**src/rtl/uart_arb_pkg.sv**
```systemverilog
// Shared types and defaults for the UART transmit arbiter.
package uart_arb_pkg;

  localparam int NUM_REQ_DEFAULT = 3;
  localparam int DATA_W_DEFAULT  = 8;

  typedef enum logic [1:0] {
    S_IDLE  = 2'd0,
    S_START = 2'd1,
    S_WAIT  = 2'd2
  } arb_state_t;

endpackage

```
**src/rtl/uart_tx_arbiter_rr_picker.sv**
```systemverilog
// Combinational round-robin search: first set req bit strictly after last_ptr,
// wrapping modulo NUM_REQ.
module rr_picker #(
  parameter int NUM_REQ = 3
) (
  input  logic [NUM_REQ-1:0]         req,
  input  logic [$clog2(NUM_REQ)-1:0] last_ptr,
  output logic [NUM_REQ-1:0]         pick,
  output logic [$clog2(NUM_REQ)-1:0] pick_idx
);

  localparam int IDX_W = $clog2(NUM_REQ);

  logic found;

  always_comb begin
    pick     = '0;
    pick_idx = '0;
    found    = 1'b0;
    for (int off = 1; off <= NUM_REQ; off++) begin
      int               cand;
      logic [IDX_W-1:0] idx;
      cand = (int'(last_ptr) + off) % NUM_REQ;
      idx  = IDX_W'(cand);
      if (!found && req[idx]) begin
        found     = 1'b1;
        pick[idx] = 1'b1;
        pick_idx  = idx;
      end
    end
  end

endmodule

```
**src/rtl/uart_tx_arbiter.sv**
```systemverilog
// Round-robin owner of the shared UART transmitter, one byte per grant.
// Define UART_ARB_LOCK_EN to let the owner keep the grant across bytes via req_lock.
//
// state   | meaning
// S_IDLE  | no owner; arbitrate any pending req
// S_START | owner granted, uart_tx_en high this cycle
// S_WAIT  | byte in flight, waiting for uart_tx_done
module uart_tx_arbiter
  import uart_arb_pkg::*;
#(
  parameter int NUM_REQ = NUM_REQ_DEFAULT,
  parameter int DATA_W  = DATA_W_DEFAULT
) (
  input  logic                      clk,
  input  logic                      reset,
  input  logic [NUM_REQ-1:0]        req,
  input  logic [NUM_REQ*DATA_W-1:0] req_data,
  input  logic [NUM_REQ-1:0]        req_lock,
  output logic [NUM_REQ-1:0]        ack,
  output logic [NUM_REQ-1:0]        grant,
  output logic                      busy,
  output logic                      uart_tx_en,
  output logic [DATA_W-1:0]         uart_tx_data,
  input  logic                      uart_tx_done
);

  localparam int IDX_W = $clog2(NUM_REQ);

  arb_state_t       state, state_nxt;
  logic [IDX_W-1:0] last_ptr, last_ptr_nxt;
  logic [IDX_W-1:0] win_idx, win_idx_nxt;
  logic [IDX_W-1:0] pick_idx;
  logic [NUM_REQ-1:0] pick, grant_nxt, ack_nxt;
  logic [DATA_W-1:0]  tx_data_nxt;
  logic [DATA_W-1:0]  req_bytes [NUM_REQ];
  logic               lock_hold;

  for (genvar g = 0; g < NUM_REQ; g++) begin : g_bytes
    assign req_bytes[g] = req_data[g*DATA_W +: DATA_W];
  end

  rr_picker #(.NUM_REQ(NUM_REQ)) u_picker (
    .req      (req),
    .last_ptr (last_ptr),
    .pick     (pick),
    .pick_idx (pick_idx)
  );

`ifdef UART_ARB_LOCK_EN
  assign lock_hold = req_lock[win_idx] & req[win_idx];
`else
  logic unused_req_lock;
  assign unused_req_lock = ^req_lock;
  assign lock_hold       = 1'b0;
`endif

  always_comb begin
    state_nxt    = state;
    grant_nxt    = grant;
    ack_nxt      = '0;
    tx_data_nxt  = uart_tx_data;
    last_ptr_nxt = last_ptr;
    win_idx_nxt  = win_idx;
    case (state)
      S_IDLE: begin
        if (|req) begin
          grant_nxt   = pick;
          win_idx_nxt = pick_idx;
          tx_data_nxt = req_bytes[pick_idx];
          state_nxt   = S_START;
        end
      end
      S_START: state_nxt = S_WAIT;
      S_WAIT: begin
        if (uart_tx_done) begin
          ack_nxt = grant;
          if (lock_hold) begin
            // Locked owner streams its next byte; pointer stays put so the
            // rotation resumes where it would have without the lock.
            tx_data_nxt = req_bytes[win_idx];
            state_nxt   = S_START;
          end else begin
            grant_nxt    = '0;
            last_ptr_nxt = win_idx;
            state_nxt    = S_IDLE;
          end
        end
      end
      default: begin
        grant_nxt = '0;
        state_nxt = S_IDLE;
      end
    endcase
  end

  always_ff @(posedge clk) begin
    if (!reset) begin
      state        <= S_IDLE;
      grant        <= '0;
      ack          <= '0;
      uart_tx_data <= '0;
      last_ptr     <= IDX_W'(NUM_REQ - 1);
      win_idx      <= '0;
    end else begin
      state        <= state_nxt;
      grant        <= grant_nxt;
      ack          <= ack_nxt;
      uart_tx_data <= tx_data_nxt;
      last_ptr     <= last_ptr_nxt;
      win_idx      <= win_idx_nxt;
    end
  end

  assign busy       = (state != S_IDLE);
  assign uart_tx_en = (state == S_START);

endmodule

```
**config.mk**
```make
export PLATFORM = sky130hd
export DESIGN_NAME = uart_tx_arbiter
export DESIGN_NICKNAME = d
export VERILOG_FILES = /design/src/rtl/uart_arb_pkg.sv /design/src/rtl/uart_tx_arbiter_rr_picker.sv /design/src/rtl/uart_tx_arbiter.sv
export SDC_FILE = /design/constraint.sdc
export NUM_CORES = 1
export LEC_CHECK = 0
export CAP_MARGIN = 20
export CORE_MARGIN = 1
export CORE_UTILIZATION = 38
export CTS_BUF_LIST = sky130_fd_sc_hd__clkbuf_4 sky130_fd_sc_hd__clkbuf_8 sky130_fd_sc_hd__clkbuf_16
export DETAILED_ROUTE_END_ITERATION = 6
export GPL_ROUTABILITY_DRIVEN = 0
export PLACE_DENSITY = 0.76
export SLEW_MARGIN = 5
export SYNTH_ARGS = -nofsm -noshare
export SYNTH_HDL_FRONTEND = slang
export SYNTH_SLANG_ARGS = --single-unit
```
**constraint.sdc**
```tcl
create_clock -name clk -period 1.9 [get_ports clk]
set_input_delay 0.38 -clock clk [delete_from_list [all_inputs] [get_ports clk]]
set_output_delay 0.38 -clock clk [all_outputs]
set_load 0.02 [all_outputs]
```
# Word level (Yosys, flattened, before mapping)
# Cells that the tools add are included.
# op_classes
addsub	3
n_div	3
n_lt_le_gt_ge	7
eq_ne	4
muxes	29
bitwise_logic	4
n_reduce_logical	15
# op_table
operator	count
$mod 32x3->32 const B	3
$bmux 8 s2	1
$mux 8	2
$mux 3	5
$mux 2	5
$lt 2x3->1 const B	3
$pmux 3 s3	1
$mux 1	8
$add 2x2->3 const B	2
$bmux 1 s2	3
$demux 1 s2	3
$ge 2x1->1 const B	3
$or 3x3->3	2
$pmux 2 s3	1
$reduce_and 2->1	3
$reduce_and 3->1	2
$logic_and 1x1->1	5
$ne 2x2->1 const B	2
$add 2x1->3 const B	1
$ge 3x3->1 const B	1
$not 2->3	1
$reduce_or 3->1	1
$eq 2x1->1 const B	1
$eq 2x2->1 const B	1
4 further kinds	5
# word_totals
ff_bits	20
inputBits	33
out_inout_bits	16
wordCells	71

# Longest topological paths before layout
# logic_depth
word_depth	15
mapped_depth	9
depth_no_buf	7

# Cells and area by module
# From an unflattened synthesis, not the netlist that was laid out.
# unflattened
hier_cells	129
area_unflattened_um2	1243.7
# modules_own_cells
module	n_inst	cells_per_inst	area_each_um2	seq_area_each_um2
uart_tx_arbiter	1	94	963.4	400.4
rr_picker	1	35	280.3	0.0

# Least setup slack after synthesis
# No wires, ideal clock.
# synth_path
path_type	register to register
start	register last_ptr[0]
end	register uart_tx_data[0]
setup_ns	0.125
t_arrival_ns	1.913
required_ns	1.775
path_slack_ns	-0.138
path_stages_with_launch	9
path_buffers	1
synth_period_minus_slack_ns	2.038
path_cell_list	dfxtp_1 inv_1 ha_1 buf_2 nand2_1 o21ai_1 o32ai_4 mux2i_1 o211ai_2
# synth_between
elab_chain_len	15
elab_cells_between_ends	25
classes_between	add/sub (3); div (3); mux (14); bitwise (1); reduce/logical (4)
# synth_lines
element	line	source
start: declaration	uart_tx_arbiter.sv:30	logic [IDX_W-1:0] last_ptr, last_ptr_nxt;
start signal: assignment	uart_tx_arbiter.sv:102	last_ptr <= IDX_W'(NUM_REQ - 1);
start signal: assignment	uart_tx_arbiter.sv:109	last_ptr <= last_ptr_nxt;
$add 2x1->3	uart_tx_arbiter_rr_picker.sv:23	cand = (int'(last_ptr) + off) % NUM_REQ;
$mod 32x3->32	uart_tx_arbiter_rr_picker.sv:23	
$bmux 1 s2	uart_tx_arbiter_rr_picker.sv:25	if (!found && req[idx]) begin
$mux 1 (implied by the code)	uart_tx_arbiter_rr_picker.sv:25	
$mux 1	uart_tx_arbiter_rr_picker.sv:25	
$logic_not 1->1	uart_tx_arbiter_rr_picker.sv:25	
$logic_and 1x1->1	uart_tx_arbiter_rr_picker.sv:25	
$mux 1	uart_tx_arbiter_rr_picker.sv:25	
$logic_not 1->1	uart_tx_arbiter_rr_picker.sv:25	
$logic_and 1x1->1	uart_tx_arbiter_rr_picker.sv:25	
$mux 2 (*)	uart_tx_arbiter_rr_picker.sv:25	
$not 2->3 (implied by the code) (*)	uart_tx_arbiter.sv:69	tx_data_nxt = req_bytes[pick_idx];
$bmux 8 s2 (*)	uart_tx_arbiter.sv:69	
$mux 8 (implied by the code) (*) (2 in a row)	uart_tx_arbiter.sv:69	
end signal: assignment	uart_tx_arbiter.sv:108	uart_tx_data <= tx_data_nxt;
end: declaration	uart_tx_arbiter.sv:23	output logic [DATA_W-1:0] uart_tx_data,
# Every way passes the cells marked *; elsewhere a longest branch is shown, timed or not. The select of a mux whose other input is x is not followed.
# A chain may end at the register's enable or synchronous reset.

# Worst setup path in the final report
# layout_path
start	register last_ptr[0]
end	register grant[2]
# layout_between
elab_chain_len	13
elab_cells_between_ends	40
classes_between	add/sub (3); div (3); order compare (6); mux (19); bitwise (2); reduce/logical (7)
# layout_lines
element	line	source
$add 2x1->3	uart_tx_arbiter_rr_picker.sv:23	
$mod 32x3->32	uart_tx_arbiter_rr_picker.sv:23	
$lt 2x3->1 (implied by the code) (tied with other cells)	uart_tx_arbiter_rr_picker.sv:27	pick[idx] = 1'b1;
$logic_and 1x1->1 (implied by the code) or $mux 1 (tied branches)	uart_tx_arbiter_rr_picker.sv:27, uart_tx_arbiter_rr_picker.sv:25	
$mux 1 (on tied branches)	uart_tx_arbiter_rr_picker.sv:27, uart_tx_arbiter_rr_picker.sv:25	
$demux 1 s2 or $logic_not 1->1 (tied branches)	n/a	
$mux 3 or $logic_and 1x1->1 (tied branches)	uart_tx_arbiter_rr_picker.sv:25	
$or 3x3->3 (no source line) or $mux 1 (tied branches)	n/a	
$mux 3 or $logic_not 1->1 (tied branches)	uart_tx_arbiter_rr_picker.sv:25	
$or 3x3->3 (no source line) or $logic_and 1x1->1 (tied branches)	n/a	
$mux 3 (*)	uart_tx_arbiter_rr_picker.sv:25	
$mux 3 (*)	uart_tx_arbiter.sv:66	if (|req) begin
$pmux 3 s3 (*)	uart_tx_arbiter.sv:64	case (state)
end signal: assignment	uart_tx_arbiter.sv:106	grant <= grant_nxt;
end: declaration	uart_tx_arbiter.sv:20	output logic [NUM_REQ-1:0] grant,
# Marked as above.

==> impl_metrics.toml <==
[worst_setup_path]
setup.worst_path.start_class = "flop"
setup.worst_path.class = "reg2reg"
worst-path-max-fanout = 7
data_arrival_time_at_the_worst_slack_endpoint_ns = 2.24
crit_path_end_kind = "flop"
crit_required_ns = 2.18

[die]
design.die.area_mm2 = 0.00337
initial_utilization_pct = 41.5
row_count = 19
core-area_mm2 = 0.00288
die-height_um = 58.0
fp.dieW_um = 58.0
ios = 49

[clock_tree]
cts-buffers-inserted = 3
cts_tree = "built"
cts.htree.levels = 1
ctsHoldBuffers = 0
clk_transition_reported_paths_ns = 0.14
numClockSinks = 20
clockRootBuffer = "clkbuf_4"
worst_case_clock_buffer_depth = 2
worst_skew_pair.late_latency_ns = 0.34

[timing]
slew_of_the_pin_with_the_lowest_slew_margin_ns = 0.383
worst_slew_margin_rel_pct = 74.4
final.period_utilization_pct = 103
setup_ws_ns = -0.0567
hold_viol_final = 0
finalCriticalPeriod_ns = 1.96
final.setup_skew_ns = 0.0170
timing.final.setup_violations = 3
max_freq_mhz = 511
maxSlewViolCount = 0
setup_repair_after_global_routing_missed_its_margin = "true"
totalNegativeSetupSlack_ns = -0.0719

[detailed_routing]
routed_wl_um = 3370
routedWlPerCell_um = 14.0
antenna_violating_nets_post_route = 0
drt_iter0_markers = 50
detail_route.drc_violations = 1
via_per_inst = 5.33
drt-pass1-iter-count = 6
route.vias.total = 1284

[final_layout]
syn2layout_area_growth_pct = 69.2
drive_above_1_share_pct = 30.2
design.final.nets = 237
antenna-diode-count = 0
fillCellCount = 202

[status]
outcome = "complete, but fails checks"
failed_checks = "design-rule violations, negative setup slack"

[yosys]
synth_edf_count = 0
synth_fp_nets = 167
async_flop_share_pct = 0
postSynthRegisterBits = 20
syn-instance-count = 130
synth.lib_cells_used.distinct = 36
synth_top_cells_by_count = "dfxtp_1, nand2_1, mux2i_1, nand3_1, o211ai_2"
yosys_warnings = 0
synth_top_area_cell = "dfxtp_1"
syn-mean-instance-area_um2 = 9.18
synthesis.area_mm2 = 0.00119
synth.area.top_cells = "dfxtp_1, mux2i_1, o211ai_2"
synthFlopType = "dfxtp_1"
yosys.cell_count.top_type = "dfxtp_1"
synth.top_cell.area_share_pct = 33.5
seq_area_frac_synth_pct = 33.5

[global_route]
grt_pass1_vias = 1230
overflow = 0
grt_first_pass_wirelength_um = 5320
grtUsageTotal_pct = 20.9
antenna_found_initial = 0
grt_max_degree = 13

[run]
maxCapViolCount = 0

[place]
place_hpwl_um = 2400
port-buffer-count = 45

[power]
leakage_nw = 0.839
powerDensity_mw_per_mm2 = 659
total_power_mw = 1.33
power.ir.vdd_worst_mv = 0.369

[hold_path]
hp-class = "reg2reg"
[critical path, cell delays in order (launching register included)]
cell	delay [ns]
dfxtp_4	0.40
buf_4	0.11
ha_4	0.17
buf_6	0.14
mux2i_1	0.25
nor2_1	0.10
or3_4	0.35
o31ai_4	0.24
a32o_1	0.14
[metrics by stage]
stage               area, um2  setup WS, ns  utilization [%]  hold slack, ns  cells
global placement         1850        -0.306             64.2           0.445    232
floorplan                1210       -0.0356                -           0.425    130
finish                   2020       -0.0567             70.2           0.474    241
global route             2020        -0.147             70.2           0.498    241
CTS                      1930      0.000602             67.1           0.473    236
detailed placement       1850        -0.345             64.2           0.448    232
[cells in the final DEF, fill, tap and decap left out, types with 2 or more instances in the layout]
master	count
nor2_1	6
o31ai_1	2
clkbuf_4	3
and3_1	3
o21a_1	2
o21ai_2	2
ha_1	2
clkdlybuf4s50_1	43
inv_2	2
o211ai_2	8
buf_4	23
nand2_1	15
ha_4	2
mux2i_1	5
buf_6	2
mux2i_4	2
inv_1	2
o211ai_1	2
o21ai_0	3
a21oi_1	5
nand3_1	10
nor2b_1	6
nor3_1	2
mux2i_2	6
dfxtp_1	18
[final cells by class]
class	count	area (um2)	area share (%)
inverter	5	21.3	1.05
sequential	20	405	20.1
multi-input combinational	99	821	40.6
timing repair buffer	71	667	33.0
clock buffer	3	22.5	1.12
tap	42	52.6	2.60
clock inverter	1	30.0	1.49
[worst paths after layout]
| path | startpoint | endpoint | slack (ns) | cells after the start |
|---|---|---|---|---|
| max | last_ptr[0] | grant[2] | -0.06 | 8 |
| min | win_idx[0] | win_idx[0] | 0.47 | 2 |
| max reg2reg | last_ptr[0] | grant[2] | -0.06 | 8 |
| min reg2reg | win_idx[0] | win_idx[0] | 0.47 | 2 |
[routing by layer]
| layer | up-vias | part of all wire, % | GRT usage (%) |
|---|---|---|---|
| met5 | - | 0 | 0 |
| met4 | 0 | 2.0 | 9.52 |
| met3 | 8 | 9.2 | 5.13 |
| met2 | 71 | 49 | 35.6 |
| met1 | 594 | 40 | 24.7 |
| li1 | 611 | - | - |
[flip-flops by register name, indices dropped and copies added (netlist names)]
register      cells
state             2
win_idx           2
ack               3
grant             3
last_ptr          2
uart_tx_data      8
[power breakdown]
group	total (mW)	internal (mW)	switching, mW
clock	0.380	0.214	0.166
combinational	0.468	0.256	0.212
sequential	0.483	0.458	0.0250
total	1.33	0.928	0.402
[timing repair]
| item | in CTS | in global routing |
|---|---|---|
| setup endpoints to repair | 10 | 11 |
| setup buffers | 0 | 5 |
| pin swaps | 0 | 10 |
| gates resized for setup | 10 | 12 |
[kinds of logic after synthesis]
logic type,share of synthesized area [%]
AND/OR/NAND/NOR,21.5
AO/OA/AOI/OAI,23.4
flip-flops,33.5
multiplexers,13.0
buffers and inverters,4.40
adder cells (fa/ha/maj),4.19
No activity file was read; power rests on OpenSTA's default activity.
